==> src/rtl/seg7_pkg.sv <==
// seg7_pkg: shared types and constants for the seven-segment scan display.
//   state_e   : scan FSM states (digit lit / inter-digit blanking gap)
//   SEG_BLANK : all segments off (active low)
//   AN_OFF    : all anodes off (active low)
//   HEX_SEG   : hex nibble -> {g,f,e,d,c,b,a} active-low segment pattern
package seg7_pkg;

    typedef enum logic {
        StShow  = 1'b0,
        StBlank = 1'b1
    } state_e;

    localparam logic [6:0] SEG_BLANK = 7'b1111111;
    localparam logic [3:0] AN_OFF    = 4'b1111;

    // Entry n sits at HEX_SEG[n]; listed from F down to 0.
    localparam logic [15:0][6:0] HEX_SEG = {
        7'b0001110,  // F
        7'b0000110,  // E
        7'b0100001,  // d
        7'b1000110,  // C
        7'b0000011,  // b
        7'b0001000,  // A
        7'b0010000,  // 9
        7'b0000000,  // 8
        7'b1111000,  // 7
        7'b0000010,  // 6
        7'b0010010,  // 5
        7'b0011001,  // 4
        7'b0110000,  // 3
        7'b0100100,  // 2
        7'b1111001,  // 1
        7'b1000000   // 0
    };

endpackage

==> src/rtl/hex_to_seg7.sv <==
// hex_to_seg7: combinational hex nibble to active-low seven-segment decoder.
//   nibble_i : 4-bit hex digit
//   seg_o    : {g,f,e,d,c,b,a}, active low
module hex_to_seg7
    import seg7_pkg::*;
(
    input  logic [3:0] nibble_i,
    output logic [6:0] seg_o
);

    assign seg_o = HEX_SEG[nibble_i];

endmodule

==> src/rtl/seg7_scan_display.sv <==
// seg7_scan_display: latches a 16-bit debug value and time-multiplexes it onto a
// 4-digit common-anode seven-segment display, with an all-off gap between digits.
//   BasysCLK : board clock, all logic on its rising edge
//   Reset    : asynchronous, active-high reset
//   Load     : single-cycle strobe capturing Value/DotMask
//   Value    : 16-bit hex value, nibble i -> digit i (digit 0 rightmost)
//   DotMask  : bit i lights the decimal point of digit i
//   AN       : digit anodes, active low
//   SEG      : segments {g,f,e,d,c,b,a}, active low
//   DP       : decimal point, active low
// Optional build macro SEG7_LEADING_ZERO_BLANK_EN: blank the segments of digits
// above digit 0 whose nibble and all higher nibbles are zero.
module seg7_scan_display
    import seg7_pkg::*;
#(
    parameter int unsigned REFRESH_DIV  = 100000,
    parameter int unsigned BLANK_CYCLES = 1000,
    parameter int unsigned CNT_W        = 17
) (
    input  logic        BasysCLK,
    input  logic        Reset,
    input  logic        Load,
    input  logic [15:0] Value,
    input  logic [3:0]  DotMask,
    output logic [3:0]  AN,
    output logic [6:0]  SEG,
    output logic        DP
);

    // With no blanking the BLANK state is never entered; keep its limit in range.
    localparam int unsigned BlankLast = (BLANK_CYCLES == 0) ? 0 : BLANK_CYCLES - 1;
    localparam logic [CNT_W-1:0] ShowTc  = CNT_W'(REFRESH_DIV - 1);
    localparam logic [CNT_W-1:0] BlankTc = CNT_W'(BlankLast);

    state_e             state_q, state_d;
    logic [CNT_W-1:0]   cnt_q, cnt_d;
    logic [1:0]         idx_q, idx_d;
    logic [15:0]        value_q;
    logic [3:0]         dots_q;
    logic [3:0]         an_q, an_d;
    logic [6:0]         seg_q, seg_d;
    logic               dp_q, dp_d;

    logic [3:0]         nibble;
    logic [6:0]         seg_dec;
    logic               lz_blank;

    // Scan state and latched value.
    always_ff @(posedge BasysCLK or posedge Reset) begin
        if (Reset) begin
            state_q <= StShow;
            cnt_q   <= '0;
            idx_q   <= 2'd0;
            value_q <= 16'h0000;
            dots_q  <= 4'b0000;
        end else begin
            state_q <= state_d;
            cnt_q   <= cnt_d;
            idx_q   <= idx_d;
            if (Load) begin
                value_q <= Value;
                dots_q  <= DotMask;
            end
        end
    end

    always_comb begin
        state_d = state_q;
        cnt_d   = cnt_q + CNT_W'(1);
        idx_d   = idx_q;
        unique case (state_q)
            StShow: begin
                if (cnt_q == ShowTc) begin
                    cnt_d = '0;
                    if (BLANK_CYCLES == 0) begin
                        idx_d = idx_q + 2'd1;
                    end else begin
                        state_d = StBlank;
                    end
                end
            end
            StBlank: begin
                if (cnt_q == BlankTc) begin
                    cnt_d   = '0;
                    idx_d   = idx_q + 2'd1;
                    state_d = StShow;
                end
            end
            default: begin
                cnt_d   = '0;
                state_d = StShow;
            end
        endcase
    end

    assign nibble = value_q[{idx_q, 2'b00} +: 4];

    hex_to_seg7 u_hex_to_seg7 (
        .nibble_i (nibble),
        .seg_o    (seg_dec)
    );

`ifdef SEG7_LEADING_ZERO_BLANK_EN
    // Digit 0 always shows, so a zero value still displays "0".
    assign lz_blank = (idx_q != 2'd0) && ((value_q >> {idx_q, 2'b00}) == 16'h0000);
`else
    assign lz_blank = 1'b0;
`endif

    always_comb begin
        an_d  = AN_OFF;
        seg_d = SEG_BLANK;
        dp_d  = 1'b1;
        if (state_q == StShow) begin
            an_d  = ~(4'b0001 << idx_q);
            seg_d = lz_blank ? SEG_BLANK : seg_dec;
            dp_d  = ~dots_q[idx_q];
        end
    end

    // Registered outputs keep the pins glitch-free; they lag the scan state by a cycle.
    always_ff @(posedge BasysCLK or posedge Reset) begin
        if (Reset) begin
            an_q  <= AN_OFF;
            seg_q <= SEG_BLANK;
            dp_q  <= 1'b1;
        end else begin
            an_q  <= an_d;
            seg_q <= seg_d;
            dp_q  <= dp_d;
        end
    end

    assign AN  = an_q;
    assign SEG = seg_q;
    assign DP  = dp_q;

endmodule

==> config.mk <==
export PLATFORM = sky130hd
export DESIGN_NAME = seg7_scan_display
export DESIGN_NICKNAME = d
export VERILOG_FILES = /design/src/rtl/seg7_pkg.sv /design/src/rtl/hex_to_seg7.sv /design/src/rtl/seg7_scan_display.sv
export SDC_FILE = /design/constraint.sdc
export NUM_CORES = 1
export LEC_CHECK = 0
export ABC_CLOCK_PERIOD_IN_PS = 2200
export CORE_MARGIN = 10
export CORE_UTILIZATION = 49
export DETAILED_ROUTE_END_ITERATION = 16
export PLACE_DENSITY_LB_ADDON = 0.3
export SYNTH_ARGS = -nofsm -noshare
export SYNTH_HDL_FRONTEND = slang
export SYNTH_HIERARCHICAL = 1
export SYNTH_SLANG_ARGS = --single-unit
==> constraint.sdc <==
create_clock -name BasysCLK -period 2.2 [get_ports BasysCLK]
set_input_delay 0.22 -clock BasysCLK [delete_from_list [all_inputs] [get_ports BasysCLK]]
set_output_delay 0.22 -clock BasysCLK [all_outputs]
set_load 0.02 [all_outputs]
Word level (Yosys, flattened, before mapping)
Memory sizes are Yosys's and may differ from the RTL's. Index checks and enable logic that the tools add are counted. Widths: inputs -> output; s select.

Word-level logic and storage cells: 33. Bits of input ports: 23. Register bits after elaboration: 52. Memories kept: 1. ROM bits: 112.

Order comparisons: 2. $add $sub $neg: 2. Mux-type cells: 12. Shift-type cells: 2. Bitwise gates (word level): 3. Reduce and logical (&&, ||, !) cells: 1. Equal/unequal tests: 2.

Memories: (no name shown) (words 16, bits a word 7, read ports 1, clocked after Yosys merged registers in 0, wr ports 0, RTL line hex_to_seg7.sv:11) `assign seg_o = HEX_SEG[nibble_i];`.

Operators with widths (count): $mux 17 (2); $pmux 17 s2 (1); $add 17x1->17 const B (1); $eq 17x10->1 const B (1); $eq 17x17->1 const B (1); $shiftx 16x5->4 (1); $mux 7 (2); $lt 4x5->1 const B (1); $mux 1 (4); $mux 4 (1); $not 4->4 (1); $shl 1x2->4 const A (1); $lt 2x3->1 const B (1); $add 2x1->2 const B (1); $bmux 1 s2 (1); $not 1->1 (2); $pmux 1 s2 (1); $reduce_and 2->1 (1).

Logic depth before layout (Yosys ltp)
Gate-level depths: netlist (run 1).

Word-level depth: 4. Mapped depth: 8.

Modules after synthesis
The synthesis (run 1) kept the hierarchy.

Modules (own cells, without submodules): seg7_scan_display (times used 1, area an instance 2302.2 sq um, cells each 176); hex_to_seg7 (times used 1, area an instance 247.7 sq um, cells each 35).

Worst setup path after synthesis (run 1)
Ideal clock, no wire load.

Path type: register to register. Start point: reg idx_q[0]. End point: reg seg_q[3], in the netlist SEG[3]. Required time: 2.116 ns. Arrival: 2.208 ns. Slack: -0.092 ns. Library setup time: 0.084 ns. Stages on the path, launching flop included: 8. Cell sequence: dfrtp_1 -> clkbuf_1 -> mux4_2 -> ha_1 -> or2_2 -> a21oi_1 -> a31oi_1 -> or2_2.

Cells in the longest elaborated chain, start to end: 4.

Ends and longest elaborated chain: from (decl) (RTL line seg7_scan_display.sv:37) `logic [1:0] idx_q, idx_d;`; from (signal assigned) (RTL line seg7_scan_display.sv:59) `idx_q <= idx_d;`; $shiftx 16x5->4 (RTL line seg7_scan_display.sv:96) `assign nibble = value_q[{idx_q, 2'b00} +: 4];`; net nibble[0] (RTL line seg7_scan_display.sv:44) `logic [3:0] nibble;`; $mem_v2 16x7; $mux 7 (implied by the code) (RTL line hex_to_seg7.sv:11); net seg_dec[3] (RTL line seg7_scan_display.sv:45) `logic [6:0] seg_dec;`; $mux 7 (RTL line seg7_scan_display.sv:114) `if (state_q == StShow) begin`; net seg_d[3] (RTL line seg7_scan_display.sv:41) `logic [6:0] seg_q, seg_d;`; to (signal assigned) (RTL line seg7_scan_display.sv:129) `seg_q <= seg_d;`; to (decl) (RTL line seg7_scan_display.sv:41).

The timed path passes the listed nets, and every way through them passes these cells. The select of a mux whose other input is x is not followed. A chain may end at the register's enable or synchronous reset.

Final worst setup path (run 1)
Ends and elaborated chain as after synthesis.

==> impl_metrics.env, run 1 <==
export IMPL_status="complete, no violations"
export IMPL_hold_class="primary input to asynchronous set/reset pin"
export IMPL_r2r_start="idx_q[0]"
export IMPL_drt_iter0_drc=109
export IMPL_grt_start_max_net_pins=53
export IMPL_cap_viol_max_count=0
export IMPL_timing_fmax_mhz=489
export IMPL_grt_pass1_vias=1666
export IMPL_rr_endpoint="SEG[3]"
export IMPL_relSlewSlack_pct=80.2
export IMPL_ios=35
export IMPL_synth_top_area_share_pct=39.3
export IMPL_vias=1680
export IMPL_grt_util_met1_pct=14.6
export IMPL_cp_slowest_cell="mux4_2"
export IMPL_syn_area_um2=2550
export IMPL_crit_path_frequent_cell="or2_2"
export IMPL_nets=288
export IMPL_totalWireLength_um=4740
export IMPL_insertion_delay_ps=300
export IMPL_synthMuxAreaShare_pct=14.5
export IMPL_crit_chain="mux4_2 > ha_1 > or2_2 > a21oi_1 > a31oi_1 > or2_2"
export IMPL_rows=26
export IMPL_hold_viol_final=0
export IMPL_synthSimpleGateAreaFrac_pct=16.3
export IMPL_synth_top_family_by_area="simple AND/OR/NAND/NOR gates"
export IMPL_power_mw=1.94
export IMPL_place_gp_congestion=0.856
export IMPL_final_common_cell="dfrtp_1"
export IMPL_cts_sinks=52
export IMPL_dr_pass1_iters=4
export IMPL_synth_compound_gate_area_share_pct=3.93
export IMPL_yosys_cell_types_count=40
export IMPL_antenna_found_initial=0
export IMPL_synthXorXnorAreaFrac_pct=5.15
export IMPL_fin_crit_ps=2050
export IMPL_tightest_slew_ps=294
export IMPL_rsz0062_at_grt="no"
export IMPL_numCtsBuffers=5
export IMPL_cts_tree="yes"
export IMPL_nFillCells=435
export IMPL_yosys_warnings=6
export IMPL_cts_buffer_depth=2
export IMPL_clk_transition_reported_paths_ps=90
export IMPL_r2r_slack_ps=150
export IMPL_core_um2=5070
export IMPL_path_max_fanout=6
export IMPL_antennaDiodeCount=0
export IMPL_synthTopCellsByArea="dfrtp_1, dfstp_2, mux2_2"
export IMPL_holdWs_ps=285
export IMPL_overflow=0
export IMPL_die_area_um2=8490
export IMPL_grt_pass1_wl_um=8140
export IMPL_die_w_um=92.1
export IMPL_grt_use_met2_pct=19.0
export IMPL_start_util_pct=50.2
export IMPL_drive_gt1_share_pct=28.3
export IMPL_syn_inst=211
export IMPL_postRouteAntennaNets=0
export IMPL_track_usage_pct=11.7
export IMPL_period_share_pct=93.0
export IMPL_yosysSeqAreaShare_pct=51.6
export IMPL_drt_wirelength_per_cell_um=14.6
export IMPL_cp_top_family="multiplexers"
export IMPL_hpwl_um=3490
export IMPL_fin_tns_setup_ps=0
export IMPL_regArea_um2=1320
export IMPL_synth_largest_area_cell="dfrtp_1"
export IMPL_power_density_nw_per_um2=622
export IMPL_start_kind="flip-flop"
export IMPL_htreeDepth=2
export IMPL_synthAdderAreaFrac_pct=5.89
export IMPL_areaGrowthSynthToFinish_pct=22.2
export IMPL_syn_mean_instance_area_um2=12.1
export IMPL_io_buffers=34
export IMPL_finClkSkew_ps=5.70
export IMPL_final_cell_mix="dfrtp_1, clkdlybuf4s50_1, mux2_2, nand2_1, nor2_1"
export IMPL_root_buffer="clkbuf_8"
export IMPL_path_buf_inv=0
export IMPL_dieHeight_um=92.1
export IMPL_ys_ff_latch=52
export IMPL_syn_num_nets=246
export IMPL_worstPathRequired_ps=2430
export IMPL_critical_path_class="flip-flop to flip-flop"
export IMPL_multi_input_area_um2=1170
export IMPL_vdd_drop_max_uv=437
export IMPL_vias_per_cell=5.19
export IMPL_grt_most_used_layer="met2"
export IMPL_drc=0
export IMPL_reg2regPathDepth=6
export IMPL_setup_violations=0
export IMPL_slew_violations=0
export IMPL_slowest_delay_ps=580
export IMPL_power_leakage_nw=1.34
export IMPL_end_kind="flip-flop"
export IMPL_critPathArrivalTime_ps=2280
export IMPL_met3_usage_pct=3.59
[state kept, by name, indices dropped and copies added, names as in the netlist]
name and count:
idx_q 2, dots_q 4, DP 1, value_q 16, AN 4, cnt_q 17, SEG 7, state_q 1
[kinds of logic (layout without fill, tap and decap cells)]
logic type | after synthesis | in the layout
AND/OR/NAND/NOR | 72 | 72
multiplexers | 28 | 28
XOR/XNOR | 15 | 15
AO/OA/AOI/OAI | 17 | 17
flip-flops | 52 | 52
adder cells (fa/ha/maj) | 12 | 12
buffers and inverters | 15 | 58
[timing repair]
| item | in CTS | in global routing |
|---|---|---|
| buffers inserted | 0 | 0 |
| resized for setup | 0 | 1 |
| endpoints found under the setup margin | 0 | 1 |
| hold buffers | 0 | 0 |
[worst max-delay path by stage]
| stage | end | from | cells after the start | slack (ps) |
|---|---|---|---|---|
| floorplan | SEG[3] | idx_q[0] | 7 | 50 |
| global placement | SEG[3] | idx_q[0] | 6 | 130 |
| detailed placement | SEG[3] | idx_q[0] | 6 | 120 |
| CTS | SEG[3] | idx_q[0] | 6 | 100 |
| global route | SEG[3] | idx_q[0] | 6 | 60 |
| finish | SEG[3] | idx_q[0] | 6 | 150 |
[power breakdown]
group / leakage [nW] / switching (mW) / internal, mW / total (mW)
registers: 0.623 / 0.0249 / 1.03 / 1.06
logic: 0.670 / 0.132 / 0.165 / 0.296
clock network: 0.0515 / 0.298 / 0.288 / 0.586
[synth_stat cells (all sizes together)]
master  count
dfrtp      40
or3         2
nand2b      1
nor2       15
o22ai       3
ha         12
xnor2       4
a31oi       1
o31ai       1
nand3       4
mux4        5
o21ai       7
buf         3
mux2i       1
nor4bb      1
inv         8
o21a        1
nand4       5
nor4        3
nor3        3
a21oi       2
or2         9
dfstp      12
clkbuf      4
a21boi      1
and2        1
and3        1
xor2       11
mux2       22
and4        5
o211ai      1
nand2      22
[through the flow]
| step | util, % | instances | worst slack (ps) | instance area [um2] |
|---|---|---|---|---|
| global route | 61.4 | 324 | 59.1 | 3120 |
| finish | 61.4 | 324 | 153 | 3120 |
| detailed placement | 59.4 | 316 | 121 | 3010 |
| floorplan | - | 211 | 46.2 | 2550 |
| CTS | 61.4 | 324 | 104 | 3110 |
| global placement | 59.4 | 316 | 133 | 3010 |
[area by class of cell]
type	instances	area share [%]
clock buffers	8	3.21
multi-input cells	144	37.5
flip-flops and latches	52	42.3
inverters	8	0.964
repair buffers	42	13.3
well taps	70	2.81
[tightest hold or removal path, cell delays in order]
cell and delay (ps):
clkdlybuf4s50_1 420, inv_2 70, buf_12 260
[routing by layer]
metal / wire length [um] / share of wire [%]
met1: 2130 / 45
met2: 2350 / 50
met3: 215 / 4.5
met4: 40 / 0.84
met5: 0 / 0
(Power assumes the default switching activity.)
==> inputs of run 2 (changes only) <==
CTS_CLUSTER_DIAMETER = 200   (was unset)
==> results of run 2 <==
Same layout as run 1: the final DEF is identical, and so are final timing and power.
==> inputs of run 3 (changes only) <==
ABC_AREA = 1   (was unset)
CORE_UTILIZATION = 50   (was 49)
==> impl_metrics.env, run 3 <==
export IMPL_status="complete, no violations"
export IMPL_vias_per_cell=4.91
export IMPL_ys_ff_latch=52
export IMPL_drc=0
export IMPL_power_leakage_nw=1.48
export IMPL_root_buffer="clkbuf_8"
export IMPL_cap_viol_max_count=0
export IMPL_vdd_drop_max_uv=398
export IMPL_end_kind="flip-flop"
export IMPL_totalWireLength_um=5340
export IMPL_worstPathRequired_ps=2450
export IMPL_start_util_pct=52.3
export IMPL_track_usage_pct=13.1
export IMPL_core_um2=5170
export IMPL_grt_pass1_vias=2086
export IMPL_ios=35
export IMPL_drt_iter0_drc=95
export IMPL_place_gp_congestion=0.921
export IMPL_hold_viol_final=0
export IMPL_grt_start_max_net_pins=34
export IMPL_critical_path_class="flip-flop to flip-flop"
export IMPL_htreeDepth=2
export IMPL_overflow=0
export IMPL_hpwl_um=4130
export IMPL_die_w_um=93.6
export IMPL_syn_inst=300
export IMPL_grt_pass1_wl_um=9440
export IMPL_fin_tns_setup_ps=0
export IMPL_yosysMostFrequentCell="nand2_1"
export IMPL_start_kind="flip-flop"
export IMPL_relSlewSlack_pct=71.5
export IMPL_synthTopCellsByArea="dfrtp_1, dfstp_2, nand2_1"
export IMPL_hold_class="primary input to asynchronous set/reset pin"
export IMPL_rows=26
export IMPL_yosysSeqAreaShare_pct=48.6
export IMPL_holdBufCountCts=0
export IMPL_period_share_pct=89.3
export IMPL_path_max_fanout=9
export IMPL_yosys_cell_types_count=27
export IMPL_synthTopCellsByCount="nand2_1, dfrtp_1, nor2_1"
export IMPL_largest_register_ffs=17
export IMPL_top_register="cnt_q"
export IMPL_syn_mean_instance_area_um2=9.03
export IMPL_insertion_delay_ps=310
export IMPL_setup_violations=0
export IMPL_drt_wirelength_per_cell_um=13.0
export IMPL_cts_sinks=52
export IMPL_postCtsSetupRepairBufs=0
export IMPL_syn_area_um2=2710
export IMPL_io_buffers=34
export IMPL_yosys_warnings=6
export IMPL_cts_resized=0
export IMPL_holdWs_ps=214
export IMPL_drive_gt1_share_pct=21.6
export IMPL_synth_largest_area_cell="dfrtp_1"
export IMPL_fin_crit_ps=1970
export IMPL_clk_transition_reported_paths_ps=100
export IMPL_synth_top_area_share_pct=37.0
export IMPL_postRouteAntennaNets=0
export IMPL_timing_fmax_mhz=509
export IMPL_synth_enable_flop_cells=0
export IMPL_power_density_nw_per_um2=596
export IMPL_cts_buffer_depth=2
export IMPL_nFillCells=438
export IMPL_nets=376
export IMPL_synthArstFlopShare_pct=100
export IMPL_antennaDiodeCount=0
export IMPL_cts_tree="yes"
export IMPL_tightest_slew_ps=426
export IMPL_slew_violations=0
export IMPL_critPathArrivalTime_ps=2210
export IMPL_dr_pass1_iters=4
export IMPL_final_common_cell="nand2_1"
export IMPL_synth_ff_type="dfrtp_1"
export IMPL_dieHeight_um=93.6
export IMPL_numCtsBuffers=5
export IMPL_die_area_um2=8760
export IMPL_vias=2024
export IMPL_finClkSkew_ps=4.64
export IMPL_final_cell_mix="nand2_1, dfrtp_1, nor2_1"
export IMPL_areaGrowthSynthToFinish_pct=20.1
export IMPL_rsz0062_at_grt="no"
export IMPL_syn_num_nets=335
export IMPL_antenna_found_initial=0
-- run 3: worst paths after layout --
check,startpoint,slack (ps),end,cells past startpoint
hold / removal,Reset,210,cnt_q[0],2
max in group asynchronous,Reset,1420,AN[1],3
setup / recovery,idx_q[1],230,SEG[3],11
setup reg to reg,idx_q[1],230,SEG[3],11
hold reg to reg,cnt_q[0],500,cnt_q[0],1
min in group BasysCLK,DotMask[2],460,dots_q[2],3
-- run 3: worst max-delay path, stage by stage, from the launching register on --
cell     delay, ps
dfrtp_1        480
inv_1          200
o21ai_0        120
o22ai_1        170
inv_1          140
ha_1           310
inv_1           40
nand2_1         40
nand2_1         50
nand2_1         50
nand2_1         40
or2_2          260
-- run 3: final cells by class --
type                            instances  area (um2)  area share [%]
Sequential cell                        52        1320            40.5
Tap cell                               70        87.6            2.69
Inverter                               29         110            3.38
Multi-Input combinational cell        211        1230            37.9
Clock inverter                          3        25.0           0.769
Clock buffer                            5        68.8            2.12
Timing Repair Buffer                   42         413            12.7
-- run 3: metal layers --
metal / up-vias / global-route usage [%] / wire length (um)
met3: 8 / 4.48 / 376
li1: 1031 / - / -
met2: 50 / 20.9 / 2460
met5: - / 0 / 0
met4: 0 / 3.80 / 72
met1: 935 / 16.5 / 2430
-- run 3: through the flow --
stage / cells / util [%] / total power [mW] / instance area, um2 / setup slack, ps
after CTS: 412 / 62.9 / 1.96 / 3250 / 238
after floorplan: 300 / - / 1.25 / 2710 / 51.0
final: 412 / 62.9 / 1.94 / 3250 / 234
after detailed placement: 404 / 61.1 / 1.38 / 3160 / 247
after global placement: 404 / 61.1 / 1.38 / 3160 / 321
after global routing: 412 / 62.9 / 2.04 / 3250 / 27.2
-- run 3: where the power goes --
part / switching [mW] / internal (mW) / total [mW]
logic: 0.145 / 0.160 / 0.305
registers: 0.0273 / 1.03 / 1.06
clock network: 0.344 / 0.233 / 0.577
total: 0.517 / 1.42 / 1.94
-- run 3: cell families (layout without fill, tap and decap cells) --
kind of cell	count (synthesis)	after routing	synth area share, %
buf+inv	37	79	5.87
simple gates	147	147	24.7
fa+ha+maj	12	12	5.55
mux	18	18	7.49
xor+xnor	9	9	2.91
compound gates	25	25	4.90
flops	52	52	48.6
